<file path="src/rtl/arm_mem_pkg.sv">
`default_nettype none
// ----------------------------------------------------------------------------
// arm_mem_pkg : shared types/constants for the unified memory port. Rev 1.0
// ----------------------------------------------------------------------------
package arm_mem_pkg;

    typedef enum logic [1:0] {
        IDLE  = 2'd0,
        IBUSY = 2'd1,
        DBUSY = 2'd2
    } memarb_state_t;

    localparam logic [31:0] ABORT_RDATA = 32'h0;

endpackage
`default_nettype wire

</file>
<file path="src/rtl/mem_port_arbiter_if.sv">
`default_nettype none
// ----------------------------------------------------------------------------
// mem_port_arbiter_if : core-side and memory-side bus of the arbiter. Rev 1.0
// ----------------------------------------------------------------------------
interface mem_port_arbiter_if #(
    parameter int AW = 32
);
    logic          if_req;
    logic [AW-1:0] if_addr;
    logic [31:0]   if_rdata;
    logic          if_ack;

    logic          dm_req;
    logic          dm_we;
    logic [AW-1:0] dm_addr;
    logic [31:0]   dm_wdata;
    logic [31:0]   dm_rdata;
    logic          dm_ack;

    logic          mem_req;
    logic          mem_we;
    logic [AW-1:0] mem_addr;
    logic [31:0]   mem_wdata;
    logic [31:0]   mem_rdata;
    logic          mem_ready;

    logic          stall;
    logic          timeout_err;

    modport slave (
        input  if_req, if_addr, dm_req, dm_we, dm_addr, dm_wdata, mem_rdata, mem_ready,
        output if_rdata, if_ack, dm_rdata, dm_ack, mem_req, mem_we, mem_addr, mem_wdata,
               stall, timeout_err
    );

    modport master (
        output if_req, if_addr, dm_req, dm_we, dm_addr, dm_wdata, mem_rdata, mem_ready,
        input  if_rdata, if_ack, dm_rdata, dm_ack, mem_req, mem_we, mem_addr, mem_wdata,
               stall, timeout_err
    );
endinterface
`default_nettype wire

</file>
<file path="src/rtl/mem_port_arbiter_wdog.sv">
`default_nettype none
// ----------------------------------------------------------------------------
// mem_wdog : 8-bit stall watchdog; expires on the limit-th enabled cycle. Rev 1.0
// ----------------------------------------------------------------------------
module mem_wdog (
    input  logic       clk,
    input  logic       reset,
    input  logic       clr_i,
    input  logic       en_i,
    input  logic [7:0] limit_i,
    output logic       expire_o
);
    logic [7:0] cnt_q;
    logic [7:0] cnt_d;

    always_comb begin
        cnt_d = cnt_q;
        if (clr_i) begin
            cnt_d = 8'd0;
        end else if (en_i) begin
            cnt_d = cnt_q + 8'd1;
        end
    end

    always_ff @(posedge clk or posedge reset) begin
        if (reset) begin
            cnt_q <= 8'd0;
        end else begin
            cnt_q <= cnt_d;
        end
    end

    // A zero limit disables the watchdog entirely.
    assign expire_o = en_i && (limit_i != 8'd0) && (cnt_q == limit_i - 8'd1);

endmodule
`default_nettype wire

</file>
<file path="src/rtl/mem_port_arbiter.sv">
`default_nettype none
// ----------------------------------------------------------------------------
// mem_port_arbiter : serialises fetch and data requests onto one memory port. Rev 1.0
// ----------------------------------------------------------------------------
module mem_port_arbiter
    import arm_mem_pkg::*;
#(
    parameter int AW           = 32,
    parameter int STARVE_LIMIT = 4,
    parameter int TIMEOUT_CYC  = 64
) (
    input  logic              clk,
    input  logic              reset,
    mem_port_arbiter_if.slave bus
);
    localparam logic [3:0] STARVE_MAX = 4'(STARVE_LIMIT);
    localparam logic [7:0] WDOG_LIMIT = 8'(TIMEOUT_CYC);

    memarb_state_t state_q, state_d;
    logic          mem_req_q, mem_req_d;
    logic          mem_we_q, mem_we_d;
    logic [AW-1:0] mem_addr_q, mem_addr_d;
    logic [31:0]   mem_wdata_q, mem_wdata_d;
    logic          if_ack_q, if_ack_d;
    logic          dm_ack_q, dm_ack_d;
    logic [31:0]   if_rdata_q, if_rdata_d;
    logic [31:0]   dm_rdata_q, dm_rdata_d;
    logic          terr_q, terr_d;
    logic [3:0]    starve_q, starve_d;

    logic          if_elig, dm_elig;
    logic          wdog_clr, wdog_en, wdog_expire;
    logic [31:0]   done_rdata;

    // The requester being acked still holds its old req this cycle.
    assign if_elig    = bus.if_req && !if_ack_q;
    assign dm_elig    = bus.dm_req && !dm_ack_q;
    assign wdog_en    = (state_q != IDLE) && !bus.mem_ready;
    assign done_rdata = (!bus.mem_ready || mem_we_q) ? ABORT_RDATA : bus.mem_rdata;

    mem_wdog u_wdog (
        .clk      (clk),
        .reset    (reset),
        .clr_i    (wdog_clr),
        .en_i     (wdog_en),
        .limit_i  (WDOG_LIMIT),
        .expire_o (wdog_expire)
    );

    always_comb begin
        state_d     = state_q;
        mem_req_d   = mem_req_q;
        mem_we_d    = mem_we_q;
        mem_addr_d  = mem_addr_q;
        mem_wdata_d = mem_wdata_q;
        if_ack_d    = 1'b0;
        dm_ack_d    = 1'b0;
        if_rdata_d  = if_rdata_q;
        dm_rdata_d  = dm_rdata_q;
        terr_d      = terr_q;
        starve_d    = starve_q;
        wdog_clr    = 1'b0;

        case (state_q)
            IDLE: begin
                if (dm_elig && !(bus.if_req && (starve_q == STARVE_MAX))) begin
                    state_d     = DBUSY;
                    mem_req_d   = 1'b1;
                    mem_we_d    = bus.dm_we;
                    mem_addr_d  = bus.dm_addr;
                    mem_wdata_d = bus.dm_wdata;
                    wdog_clr    = 1'b1;
                    if (!bus.if_req) begin
                        starve_d = 4'd0;
                    end else if (starve_q != 4'hF) begin
                        starve_d = starve_q + 4'd1;
                    end
                end else if (if_elig) begin
                    state_d     = IBUSY;
                    mem_req_d   = 1'b1;
                    mem_we_d    = 1'b0;
                    mem_addr_d  = bus.if_addr;
                    mem_wdata_d = 32'h0;
                    wdog_clr    = 1'b1;
                    starve_d    = 4'd0;
                end
            end
            IBUSY, DBUSY: begin
                if (bus.mem_ready || wdog_expire) begin
                    state_d   = IDLE;
                    mem_req_d = 1'b0;
                    if (state_q == IBUSY) begin
                        if_ack_d   = 1'b1;
                        if_rdata_d = done_rdata;
                    end else begin
                        dm_ack_d   = 1'b1;
                        dm_rdata_d = done_rdata;
                    end
                end
                if (wdog_expire) begin
                    terr_d = 1'b1;
                end
            end
            default: begin
                state_d   = IDLE;
                mem_req_d = 1'b0;
            end
        endcase
    end

    always_ff @(posedge clk or posedge reset) begin
        if (reset) begin
            state_q     <= IDLE;
            mem_req_q   <= 1'b0;
            mem_we_q    <= 1'b0;
            mem_addr_q  <= '0;
            mem_wdata_q <= 32'h0;
            if_ack_q    <= 1'b0;
            dm_ack_q    <= 1'b0;
            if_rdata_q  <= 32'h0;
            dm_rdata_q  <= 32'h0;
            terr_q      <= 1'b0;
            starve_q    <= 4'd0;
        end else begin
            state_q     <= state_d;
            mem_req_q   <= mem_req_d;
            mem_we_q    <= mem_we_d;
            mem_addr_q  <= mem_addr_d;
            mem_wdata_q <= mem_wdata_d;
            if_ack_q    <= if_ack_d;
            dm_ack_q    <= dm_ack_d;
            if_rdata_q  <= if_rdata_d;
            dm_rdata_q  <= dm_rdata_d;
            terr_q      <= terr_d;
            starve_q    <= starve_d;
        end
    end

    assign bus.mem_req     = mem_req_q;
    assign bus.mem_we      = mem_we_q;
    assign bus.mem_addr    = mem_addr_q;
    assign bus.mem_wdata   = mem_wdata_q;
    assign bus.if_ack      = if_ack_q;
    assign bus.if_rdata    = if_rdata_q;
    assign bus.dm_ack      = dm_ack_q;
    assign bus.dm_rdata    = dm_rdata_q;
    assign bus.timeout_err = terr_q;
    assign bus.stall       = (bus.if_req && !if_ack_q) || (bus.dm_req && !dm_ack_q);

endmodule
`default_nettype wire

</file>
<file path="src/flat_wrapper.sv">
// flat-port wrapper written by rule: the top's interface ports become plain ports
module mem_port_arbiter_flat import arm_mem_pkg::*;
#(
    parameter int AW           = 32,
    parameter int STARVE_LIMIT = 4,
    parameter int TIMEOUT_CYC  = 64
)
  (clk, reset, bus_if_req, bus_if_addr, bus_dm_req, bus_dm_we, bus_dm_addr, bus_dm_wdata, bus_mem_rdata, bus_mem_ready, bus_if_rdata, bus_if_ack, bus_dm_rdata, bus_dm_ack, bus_mem_req, bus_mem_we, bus_mem_addr, bus_mem_wdata, bus_stall, bus_timeout_err);
  mem_port_arbiter_if #(.AW(AW)) bus_i ();
  input  logic clk;
  input  logic reset;
  input wire logic [$bits(bus_i.if_req)-1:0] bus_if_req;
  input wire logic [$bits(bus_i.if_addr)-1:0] bus_if_addr;
  input wire logic [$bits(bus_i.dm_req)-1:0] bus_dm_req;
  input wire logic [$bits(bus_i.dm_we)-1:0] bus_dm_we;
  input wire logic [$bits(bus_i.dm_addr)-1:0] bus_dm_addr;
  input wire logic [$bits(bus_i.dm_wdata)-1:0] bus_dm_wdata;
  input wire logic [$bits(bus_i.mem_rdata)-1:0] bus_mem_rdata;
  input wire logic [$bits(bus_i.mem_ready)-1:0] bus_mem_ready;
  output wire logic [$bits(bus_i.if_rdata)-1:0] bus_if_rdata;
  output wire logic [$bits(bus_i.if_ack)-1:0] bus_if_ack;
  output wire logic [$bits(bus_i.dm_rdata)-1:0] bus_dm_rdata;
  output wire logic [$bits(bus_i.dm_ack)-1:0] bus_dm_ack;
  output wire logic [$bits(bus_i.mem_req)-1:0] bus_mem_req;
  output wire logic [$bits(bus_i.mem_we)-1:0] bus_mem_we;
  output wire logic [$bits(bus_i.mem_addr)-1:0] bus_mem_addr;
  output wire logic [$bits(bus_i.mem_wdata)-1:0] bus_mem_wdata;
  output wire logic [$bits(bus_i.stall)-1:0] bus_stall;
  output wire logic [$bits(bus_i.timeout_err)-1:0] bus_timeout_err;
  assign bus_i.if_req = bus_if_req;
  assign bus_i.if_addr = bus_if_addr;
  assign bus_i.dm_req = bus_dm_req;
  assign bus_i.dm_we = bus_dm_we;
  assign bus_i.dm_addr = bus_dm_addr;
  assign bus_i.dm_wdata = bus_dm_wdata;
  assign bus_i.mem_rdata = bus_mem_rdata;
  assign bus_i.mem_ready = bus_mem_ready;
  assign bus_if_rdata = bus_i.if_rdata;
  assign bus_if_ack = bus_i.if_ack;
  assign bus_dm_rdata = bus_i.dm_rdata;
  assign bus_dm_ack = bus_i.dm_ack;
  assign bus_mem_req = bus_i.mem_req;
  assign bus_mem_we = bus_i.mem_we;
  assign bus_mem_addr = bus_i.mem_addr;
  assign bus_mem_wdata = bus_i.mem_wdata;
  assign bus_stall = bus_i.stall;
  assign bus_timeout_err = bus_i.timeout_err;
  mem_port_arbiter #(.AW(AW), .STARVE_LIMIT(STARVE_LIMIT), .TIMEOUT_CYC(TIMEOUT_CYC)) u_core (.clk(clk), .reset(reset), .bus(bus_i));
endmodule
</file>
<file path="config.mk">
export PLATFORM = sky130hd
export DESIGN_NAME = mem_port_arbiter_flat
export DESIGN_NICKNAME = d
export VERILOG_FILES = /design/src/rtl/arm_mem_pkg.sv /design/src/rtl/mem_port_arbiter_if.sv /design/src/rtl/mem_port_arbiter_wdog.sv /design/src/rtl/mem_port_arbiter.sv /design/src/flat_wrapper.sv
export SDC_FILE = /design/constraint.sdc
export NUM_CORES = 1
export LEC_CHECK = 0
export BUFFER_PORTS_ARGS = -buffer_cell sky130_fd_sc_hd__buf_4
export CAP_MARGIN = 30
export CORE_MARGIN = 5
export CORE_UTILIZATION = 51
export CTS_BUF_LIST = sky130_fd_sc_hd__clkbuf_16
export DETAILED_ROUTE_END_ITERATION = 16
export GPL_TIMING_DRIVEN = 0
export PLACE_DENSITY = 0.86
export REMOVE_ABC_BUFFERS = 1
export SYNTH_ARGS = -nofsm -noshare
export SYNTH_HDL_FRONTEND = slang
export SYNTH_SLANG_ARGS = --single-unit
</file>
<file path="constraint.sdc">
create_clock -name clk -period 12.4 [get_ports clk]
set_clock_uncertainty 0.15 [all_clocks]
set_input_delay 0.62 -clock clk [delete_from_list [all_inputs] [get_ports clk]]
set_output_delay 0.62 -clock clk [all_outputs]
set_load 0.03 [all_outputs]
</file>
# Word-level counts from Yosys, hierarchy flattened
# Index checks and enable logic that the tools add are counted.
[op_classes] add_sub_neg=2 eq_ne=8 n_mux=30 bitwise=1 n_reduce_logical=24
[op_table] op="two-way mux 32 bit" count=5
[op_table] op="two-way mux 4 bit" count=4
[op_table] op="two-way mux 8 bit" count=2
[op_table] op="two-way mux 1 bit" count=14
[op_table] op="AND reduction 3 bit" count=3
[op_table] op="adder 8 x 1 -> 8 bit (second input constant)" count=1
[op_table] op="== test 8 x 6 -> 1 bit (second input constant)" count=1
[op_table] op="logical AND 1 bit" count=6
[op_table] op="two-way mux 2 bit" count=3
[op_table] op="AND reduction 2 bit" count=3
[op_table] op="nonzero test 2 bit" count=3
[op_table] op="adder 4 x 1 -> 4 bit (second input constant)" count=1
[op_table] op="== test 4 x 3 -> 1 bit (second input constant)" count=1
[op_table] op="logical NOT 1 bit" count=4
[op_table] op="inequality test 4 bit (second input constant)" count=1
[op_table] op="case mux 2 bit (2 select lines)" count=1
[op_table] op="logical OR 1 bit" count=3
[op_table] op="inequality test 3 x 1 -> 1 bit (second input constant)" count=1
[op_table] op="inequality test 3 bit (second input constant)" count=1
[op_table] op="== test 2 x 1 -> 1 bit (second input constant)" count=1
[op_table] op="== test 2 bit (second input constant)" count=1
[op_table] op="logical NOT 2 bit" count=1
[op_table] op="inequality test 2 x 1 -> 1 bit (second input constant)" count=1
[op_table] op="case mux 1 bit (2 select lines)" count=1
[op_table] op="other kinds (2)" count=2
[word_totals] reg_bits=147 input_bits=134 output_inout_bits=134 elab_cells=77

# Longest topological paths before layout
# Gate-level depths: netlist of run 1.
[logic_depth] ltp_word=7 mapped_depth=8 mapped_depth_nobuf=6

# Hierarchy
# From an unflattened synthesis of run 1, not the netlist that was laid out.
[unflattened] hier_cells=564 hier_area_um2=6383.6
[modules_own_cells] module="mem_port_arbiter" n_inst=1 cells_each=487 area_each_um2=5728.0 seq_area_each_um2=3478.3
[modules_own_cells] module="mem_wdog" n_inst=1 cells_each=77 area_each_um2=655.6 seq_area_each_um2=200.2

# Worst setup path before layout of run 1
# Ideal clock, no wire load.
[synth_path] path_kind="register -> register" from="reg u_core.starve_q[0]" to="reg u_core.mem_addr_q[0], in the netlist u_core.bus.mem_addr[0]" setup_ns=0.125 arrival_ns=1.712 required_ns=12.125 slack_ns=10.414 path_stages_with_launch=8 path_buffers=1 period_less_slack_ns=1.986 cell_sequence="dfrtp_1 > inv_1 > ha_1 > nand4b_2 > nand2_2 > buf_2 > mux2_2 > mux2_2"
[synth_between] elab_chain_cells=6 elab_cells_between_ends=7 cone_classes="eq/ne (1); mux (1); reduce/logical (5)"
[synth_lines] item="start, declared" line="mem_port_arbiter.sv:29" source="logic [3:0] starve_q, starve_d;"
[synth_lines] item="start signal, assigned" line="mem_port_arbiter.sv:135" source="starve_q <= starve_d;"
[synth_lines] item="== test 4 x 3 -> 1 bit (*)" line="mem_port_arbiter.sv:66" source="if (dm_elig && !(bus.if_req && (starve_q == STARVE_MAX))) begin"
[synth_lines] item="logical AND 1 bit (*)" line="mem_port_arbiter.sv:66"
[synth_lines] item="logical NOT 1 bit (*)" line="mem_port_arbiter.sv:66"
[synth_lines] item="logical AND 1 bit (*)" line="mem_port_arbiter.sv:66"
[synth_lines] item="nonzero test 2 bit (no line)"
[synth_lines] item="AND reduction 2 bit (no line)"
[synth_lines] item="end signal, assigned" line="mem_port_arbiter.sv:128" source="mem_addr_q <= mem_addr_d;"
[synth_lines] item="end, declared" line="mem_port_arbiter.sv:22" source="logic [AW-1:0] mem_addr_q, mem_addr_d;"
# Every way passes the cells marked *; elsewhere a longest branch is shown, timed or not.
# A chain may end at the register's enable or synchronous reset.

# Worst setup path in the final report of run 1
[layout_path] from="reg u_core.starve_q[0]" to="reg u_core.mem_wdata_q[17], in the netlist u_core.bus.mem_wdata[17]"
[layout_between] elab_chain_cells=6 elab_cells_between_ends=7 cone_classes="eq/ne (1); mux (1); reduce/logical (5)"
[layout_lines] item="== test 4 x 3 -> 1 bit (*)" line="mem_port_arbiter.sv:66"
[layout_lines] item="logical AND 1 bit (*)" line="mem_port_arbiter.sv:66"
[layout_lines] item="logical NOT 1 bit (*)" line="mem_port_arbiter.sv:66"
[layout_lines] item="logical AND 1 bit (*)" line="mem_port_arbiter.sv:66"
[layout_lines] item="nonzero test 2 bit (no line)"
[layout_lines] item="AND reduction 2 bit (no line)"
[layout_lines] item="end signal, assigned" line="mem_port_arbiter.sv:129" source="mem_wdata_q <= mem_wdata_d;"
[layout_lines] item="end, declared" line="mem_port_arbiter.sv:23" source="logic [31:0] mem_wdata_q, mem_wdata_d;"
# Marks and branches as above.

==> run_results.csv, run 1 <==
group,metric,value,unit
status,status,"completed",
placed_design,post-place-ws,9.50,ns
hold_path,hold_path_class,"in -> async",
global_route,grt_pass1_vias,5203,
detailed_routing,drc,0,
power_and_ir_drop,ir_drop,0.199,mV
sta,fin_crit_sh,0.226,
global_route,gr-usage-all-layers,0.253,
floorplanning,rows,39,
global_route,antenna_found_initial,0,
cts,htree_levels,4,
setup_path,critPathCaptureType,"flop",
floorplanning,die-area,0.0141,mm^2
detailed_routing,vias,4810,
sta,hold_viol,0,
cts,cts_root_buf,"clkbuf_16",
placed_design,dp_hpwl,12800,um
layout,final_common_cell,"buf_4",
logic_synthesis,synth_cell_type_count,38,
sta,finalSetupViolCount,0,
logic_synthesis,synthFlopType,"dfrtp_1",
floorplanning,core,0.0115,mm^2
sta,slew_viol_final,0,
global_route,grt_pass1_wl,28100,um
detailed_routing,wl_per_cell,20.6,um
logic_synthesis,ys_seq_area_frac,0.611,
floorplanning,die_y,119,um
cts,cts_buffer_depth,2,
logic_synthesis,ys_ff_latch,147,
cts,hold_buffers,0,
cts,clk-insertion-delay-late,0.40,ns
cts,cts_made_buffers,17,
cts,cts.sinks,147,
layout,antenna_cells,0,
setup_path,crit_arrival,2.99,ns
detailed_routing,drt-pass1-iter-count,4,
logic_synthesis,yosysWarnings,0,
layout,fillers,713,
floorplanning,dieWidth,119,um
sta,worst-slew-pin-transition,0.897,ns
layout,drive_above_1_share,0.527,
sta,min_period,2.80,ns
placed_design,place_congestion,0.827,
floorplanning,io_pins,268,
sta,setup_slack,9.60,ns
power_and_ir_drop,power_density,304,mW/mm^2
job,cap_violations,0,
layout,finalNetCount,843,
cts,cts_resized,0,
placed_design,port_buffers,267,
setup_path,reg2reg_depth,7,
detailed_routing,via_per_inst,5.61,
cts,cts_setup_buffers,0,
setup_path,worst-setup-path-type,"reg -> reg",
cts,cts_tree,"built",
layout,multi_input_area,0.00219,mm^2
detailed_routing,first_iter_violations,263,
logic_synthesis,postSynth.asyncResetShare,1.00,
logic_synthesis,avgSynthCellArea,13.9,um^2
logic_synthesis,syn-instance-count,434,
setup_path,critPathLaunchType,"flop",
global_route,grt-ovfl-total,0,
global_route,grt_max_degree,91,
sta,max_freq,357,MHz
sta,worst_hold_slack,0.115,ns
detailed_routing,wl,17700,um
setup_path,critical_path_required,12.59,ns
sta,rsz0062_at_grt,"false",
layout,layout_common_cells,"buf_4, dfrtp_1, a22o_1",
sta,tns,0,ns
power_and_ir_drop,p_leak,0.00445,uW
floorplanning,start_util,0.523,
sta,slew_headroom,0.402,
detailed_routing,ant_nets,0,
power_and_ir_drop,totalPowerFinal,2690,uW
logic_synthesis,synth_edf_count,0,
logic_synthesis,synth_area,0.00602,mm^2
cts,clkTransAtPathRegs,0.06,ns
layout,seqCellArea,0.00368,mm^2
setup_path,crit_fanout,33,
layout,syn2layout_area_growth,47.0,%
-- cell families (layout without fill, tap and decap cells) --
logic type / count (synthesis) / count (layout) / synth area share
buffers and inverters: 32 / 313 / 0.0268
adders and majority gates: 6 / 6 / 0.0125
muxes: 67 / 67 / 0.127
DFF: 147 / 147 / 0.611
AOI/OAI and AO/OA: 115 / 115 / 0.162
xor gates and xnor gates: 6 / 6 / 0.00873
and+or+nand+nor: 61 / 61 / 0.0526
-- routing by layer --
metal  global-route usage  up-vias  wire length, um
li1                     -     2148                -
met1                0.294     2391             6430
met2                0.427      221             9320
met3               0.0683       50             1270
met4                0.138        0              681
met5                    0        -                0
-- cell usage after synthesis, types with 2 or more instances --
cell         n  share of area
a21oi_1      4         0.0033
a22o_1      85           0.12
a31oi_1      2         0.0021
and3_1       2         0.0021
buf_2       21          0.017
buf_6        2         0.0037
clkbuf_1     2         0.0012
dfrtp_1    147           0.61
ha_1         6          0.012
inv_1        7         0.0044
mux2_2      61           0.11
mux2_4       3         0.0075
mux2i_1      3         0.0050
nand2_1     14         0.0087
nand2b_1     9         0.0094
nand3_1      6         0.0050
nand4_1      2         0.0021
nor2_1      16          0.010
nor3_1       4         0.0033
o21ai_0      4         0.0033
o22a_1       2         0.0029
o2bb2ai_1   12          0.017
xnor2_1      3         0.0044
xor2_1       3         0.0044
-- flip-flops by register name, summed over array words and instances, names as in the netlist --
name	count
u_core.bus.mem_addr	32
u_core.bus.mem_we	1
u_core.state_q	2
u_core.bus.dm_ack	1
u_core.starve_q	4
u_core.bus.mem_req	1
u_core.bus.if_rdata	32
u_core.bus.dm_rdata	32
u_core.u_wdog.cnt_q	8
u_core.bus.mem_wdata	32
u_core.bus.if_ack	1
u_core.bus.timeout_err	1
-- where the power goes --
part	internal (uW)	switching [uW]	leakage (uW)	total, uW
combinational	561	781	0.00231	1340
sequential	700	140	0.00186	841
clock	315	195	0.000284	509
total	1580	1120	0.00445	2690
-- worst max-delay path: stages (launching register included) --
cell and delay, ns:
dfrtp_1 0.36, inv_1 0.08, ha_1 0.24, nand4b_2 0.14
nand2_2 0.46, nor2_2 0.88, buf_8 0.24, a22o_1 0.16
-- path summary, 6_finish.rpt --
check	slack, ns	to	start
min in group clk	0.28	u_core.bus.mem_wdata[7]	bus_dm_wdata[7]
max	9.60	u_core.bus.mem_wdata[17]	u_core.starve_q[0]
min reg2reg	0.34	u_core.bus.dm_rdata[31]	u_core.bus.dm_rdata[31]
max reg2reg	9.60	u_core.bus.mem_wdata[17]	u_core.starve_q[0]
max in group asynchronous	11.17	u_core.bus.if_rdata[31]	reset
min	0.11	u_core.bus.if_rdata[11]	reset
-- metrics by stage --
step | std cells | utilization | cell area, um^2
6_report | 858 | 0.768 | 8850
5_1_grt | 858 | 0.768 | 8850
4_1_cts | 858 | 0.768 | 8850
3_5_place_dp | 827 | 0.717 | 8260
3_3_place_gp | 819 | 0.700 | 8070
2_1_floorplan | 409 | - | 5880
-- final cells by class --
cell class | instances | share of cell area
Sequential cell | 147 | 0.416
Multi-Input combinational cell | 255 | 0.248
Timing Repair Buffer | 275 | 0.246
Clock buffer | 17 | 0.0481
Tap cell | 143 | 0.0202
Clock inverter | 14 | 0.0182
Inverter | 7 | 0.00354
Power figures use the tool's default switching activity.
==> run 2, diff against run 1 <==
--- a/config.mk
+++ b/config.mk
@@ -5,14 +5,15 @@
 export SDC_FILE = /design/constraint.sdc
 export NUM_CORES = 1
 export LEC_CHECK = 0
+export ABC_AREA = 1
 export BUFFER_PORTS_ARGS = -buffer_cell sky130_fd_sc_hd__buf_4
 export CAP_MARGIN = 30
 export CORE_MARGIN = 5
-export CORE_UTILIZATION = 51
+export CORE_UTILIZATION = 49
 export CTS_BUF_LIST = sky130_fd_sc_hd__clkbuf_16
 export DETAILED_ROUTE_END_ITERATION = 16
 export GPL_TIMING_DRIVEN = 0
-export PLACE_DENSITY = 0.86
+export PLACE_DENSITY = 0.81
 export REMOVE_ABC_BUFFERS = 1
 export SYNTH_ARGS = -nofsm -noshare
 export SYNTH_HDL_FRONTEND = slang
==> constraint.sdc (replaced) <==
create_clock -name clk -period 2.83 [get_ports clk]
set_clock_uncertainty 0.15 [all_clocks]
set_input_delay 0.1415 -clock clk [delete_from_list [all_inputs] [get_ports clk]]
set_output_delay 0.1415 -clock clk [all_outputs]
set_load 0.03 [all_outputs]
==> run 2 against run 1 <==
Clock power rose to 4.2 times the previous value. Sequential share of layout area down 6.8 points. Fmax up 7.4%. Combinational power rose to 4.3 times the previous value. Critical path depth up 3. Total power rose to 4.3 times the previous value. Final area up 20%. Setup slack worse by 9.4 ns. Die area up 12%. Critical endpoint is now u_core.bus.mem_addr[2]. Register-to-register slack worse by 9.4 ns.
==> run_results.csv, run 2 <==
group,metric,value,unit
cts,cts_buffer_depth,2,
layout,finalNonFillerCells,1336,
power_and_ir_drop,ir_drop,0.754,mV
setup_path,crit_arrival,2.81,ns
logic_synthesis,synthFlopType,"dfrtp_1",
sta,slew_headroom,0.378,
global_route,gr-usage-all-layers,0.313,
power_and_ir_drop,clkPwrFrac,0.186,
detailed_routing,wl_per_cell,18.8,um
global_route,grt_pass1_vias,7377,
layout,finalNetCount,1283,
power_and_ir_drop,switching_share,0.461,
logic_synthesis,synthTopCellsByCount,"nand2_1, dfrtp_1, nand3_1",
sta,slew_viol_final,0,
cts,cts.sinks,147,
setup_path,slowest_delay,0.43,ns
floorplanning,die-area,0.0158,mm^2
floorplanning,dieWidth,126,um
layout,final_common_cell,"nand2_1",
logic_synthesis,yosysWarnings,0,
detailed_routing,first_iter_violations,719,
sta,fin_crit_sh,0.922,
floorplanning,die_y,126,um
sta,finalSetupViolCount,0,
global_route,grt_pass1_wl,39100,um
placed_design,port_buffers,267,
sta,min_period,2.61,ns
setup_path,critical_path.slowest_cell,"dfrtp_1",
logic_synthesis,synth.most_common_cell,"nand2_1",
layout,drive_above_1_share,0.316,
cts,cts_tree,"built",
detailed_routing,drt-pass1-iter-count,5,
setup_path,crit_fanout,32,
logic_synthesis,avgSynthCellArea,8.61,um^2
layout,layout_common_cells,"nand2_1, buf_4, dfrtp_1",
setup_path,critPathTopFamily,"simple AND/OR/NAND/NOR gates",
power_and_ir_drop,p_int,6170,uW
power_and_ir_drop,seqPwrFrac,0.307,
placed_design,dp_hpwl,13300,um
logic_synthesis,ys_seq_area_frac,0.560,
logic_synthesis,ys_ff_latch,147,
global_route,grt-ovfl-total,0,
logic_synthesis,synth_area,0.00657,mm^2
power_and_ir_drop,power_density,1080,mW/mm^2
status,status,"completed",
placed_design,placed_cells,1167,
sta,worst-slew-pin-transition,0.934,ns
cts,htree_levels,4,
cts,cts_root_buf,"clkbuf_16",
layout,fin_util,0.803,
power_and_ir_drop,power_switching,5280,uW
setup_path,critPathLaunchType,"flop",
logic_synthesis,synth_edf_count,0,
detailed_routing,wl,25200,um
cts,clkTransAtPathRegs,0.06,ns
detailed_routing,ant_nets,0,
setup_path,worst-setup-path-type,"reg -> reg",
setup_path,crit_chain,"inv_1 -> ha_1 -> nand4_2 -> nand2_2 -> buf_16 -> inv_2 -> nand2_1 -> nand2_1 -> nand2_1 -> nand2_1",
logic_synthesis,postSynth.asyncResetShare,1.00,
detailed_routing,drc,0,
cts,clk-insertion-delay-late,0.41,ns
floorplanning,start_util,0.498,
logic_synthesis,synth_largest_area_cell,"dfrtp_1",
setup_path,critPathCaptureType,"flop",
placed_design,place_congestion,0.910,
sta,hold_viol,0,
logic_synthesis,ys_top_cells_by_area,"dfrtp_1, nand2_1, nand3_1, o21ai_2, o21ai_1",
detailed_routing,via_per_inst,5.33,
setup_path,cp_common_cell,"nand2_1",
global_route,grt_max_degree,90,
logic_synthesis,syn-instance-count,763,
sta,max_freq,383,MHz
hold_path,hold_path_class,"in -> reg",
logic_synthesis,synth_top_area_frac,0.560,
sta,rsz0062_at_grt,"false",
floorplanning,rows,42,
global_route,antenna_found_initial,3,
job,cap_violations,0,
floorplanning,io_pins,268,
power_and_ir_drop,pwr-share-comb,0.507,
layout,syn2layout_area_growth,61.1,%
detailed_routing,vias,7127,
power_and_ir_drop,p_leak,0.00560,uW
floorplanning,core,0.0132,mm^2
setup_path,path_buf_inv,3,
logic_synthesis,synth_cell_type_count,28,
setup_path,critical_path_required,3.03,ns
cts,cts_made_buffers,17,
==> run 2: worst reg2reg max path, stage by stage (launching register included) <==
cell and delay (ns):
dfrtp_1 0.43, inv_1 0.07, ha_1 0.22, nand4_2 0.20, nand2_2 0.32, buf_16 0.28, inv_2 0.44, nand2_1 0.18
nand2_1 0.10, nand2_1 0.06, nand2_1 0.10
==> run 2: layer usage <==
metal	track usage	up-vias	wire length [um]
li1	-	3193	-
met1	0.341	3327	8430
met2	0.530	458	12900
met3	0.0876	149	2040
met4	0.210	0	1840
met5	0	-	0
==> run 2: power groups by stage <==
stage	sequential (uW)	combinational [uW]	clock, uW
after floorplan	4990	1670	0
after global placement	3420	5280	0
after detailed placement	3450	5440	0
after CTS	3430	5600	2130
after global routing	3590	6160	2230
final	3510	5810	2130
==> run 2: timing repair <==
action	CTS	global route
cloned	0	1
pin swaps	0	1
setup buffers	0	0
endpoints found under the setup margin	43	33
gates resized for setup	2	2
hold buffers	132	0
hold endpoints to repair	221	0
==> run 2: area by class of cell <==
| class | count | area, um^2 |
|---|---|---|
| antenna | 4 | 10.0 |
| clock buffer | 17 | 425 |
| clock inverter | 15 | 126 |
| fill | 744 | 2610 |
| inverter | 19 | 76.3 |
| multi-input combinational | 554 | 2600 |
| sequential | 147 | 3680 |
| tap | 176 | 220 |
| timing repair buffer | 404 | 3450 |
==> run 2: cells by family after synthesis <==
family,after synthesis,synth area share
compound gates,70,0.0680
xor+xnor,4,0.00533
simple gates,473,0.305
fa+ha+maj,6,0.0114
flops,147,0.560
buf+inv,63,0.0501
==> run 2: path summary, 6_finish.rpt <==
check	start	endpoint	slack [ns]	depth (start not counted)
min	bus_dm_req	u_core.state_q[0]	0.22	6
max in group asynchronous	reset	u_core.bus.mem_addr[26]	1.44	4
min in group asynchronous	reset	u_core.bus.mem_addr[0]	0.30	3
max reg2reg	u_core.starve_q[0]	u_core.bus.mem_addr[2]	0.22	10
max	u_core.starve_q[0]	u_core.bus.mem_addr[2]	0.22	10
min reg2reg	u_core.bus.if_rdata[28]	u_core.bus.if_rdata[28]	0.33	2
==> run 2: per-stage QoR <==
stage / setup TNS (ns) / setup WS (ns) / hold WS (ns) / instance area (um^2) / total power, uW
after floorplan: -212.65 / -1.41 / 0.109 / 6310 / 6660
after global placement: -533.17 / -3.10 / 0.192 / 8540 / 8700
after detailed placement: -6.26 / -0.388 / 0.195 / 8670 / 8890
after CTS: 0 / 0.185 / 0.156 / 10600 / 11200
after global routing: 0 / 0.0297 / 0.258 / 10600 / 12000
final: 0 / 0.220 / 0.216 / 10600 / 11500
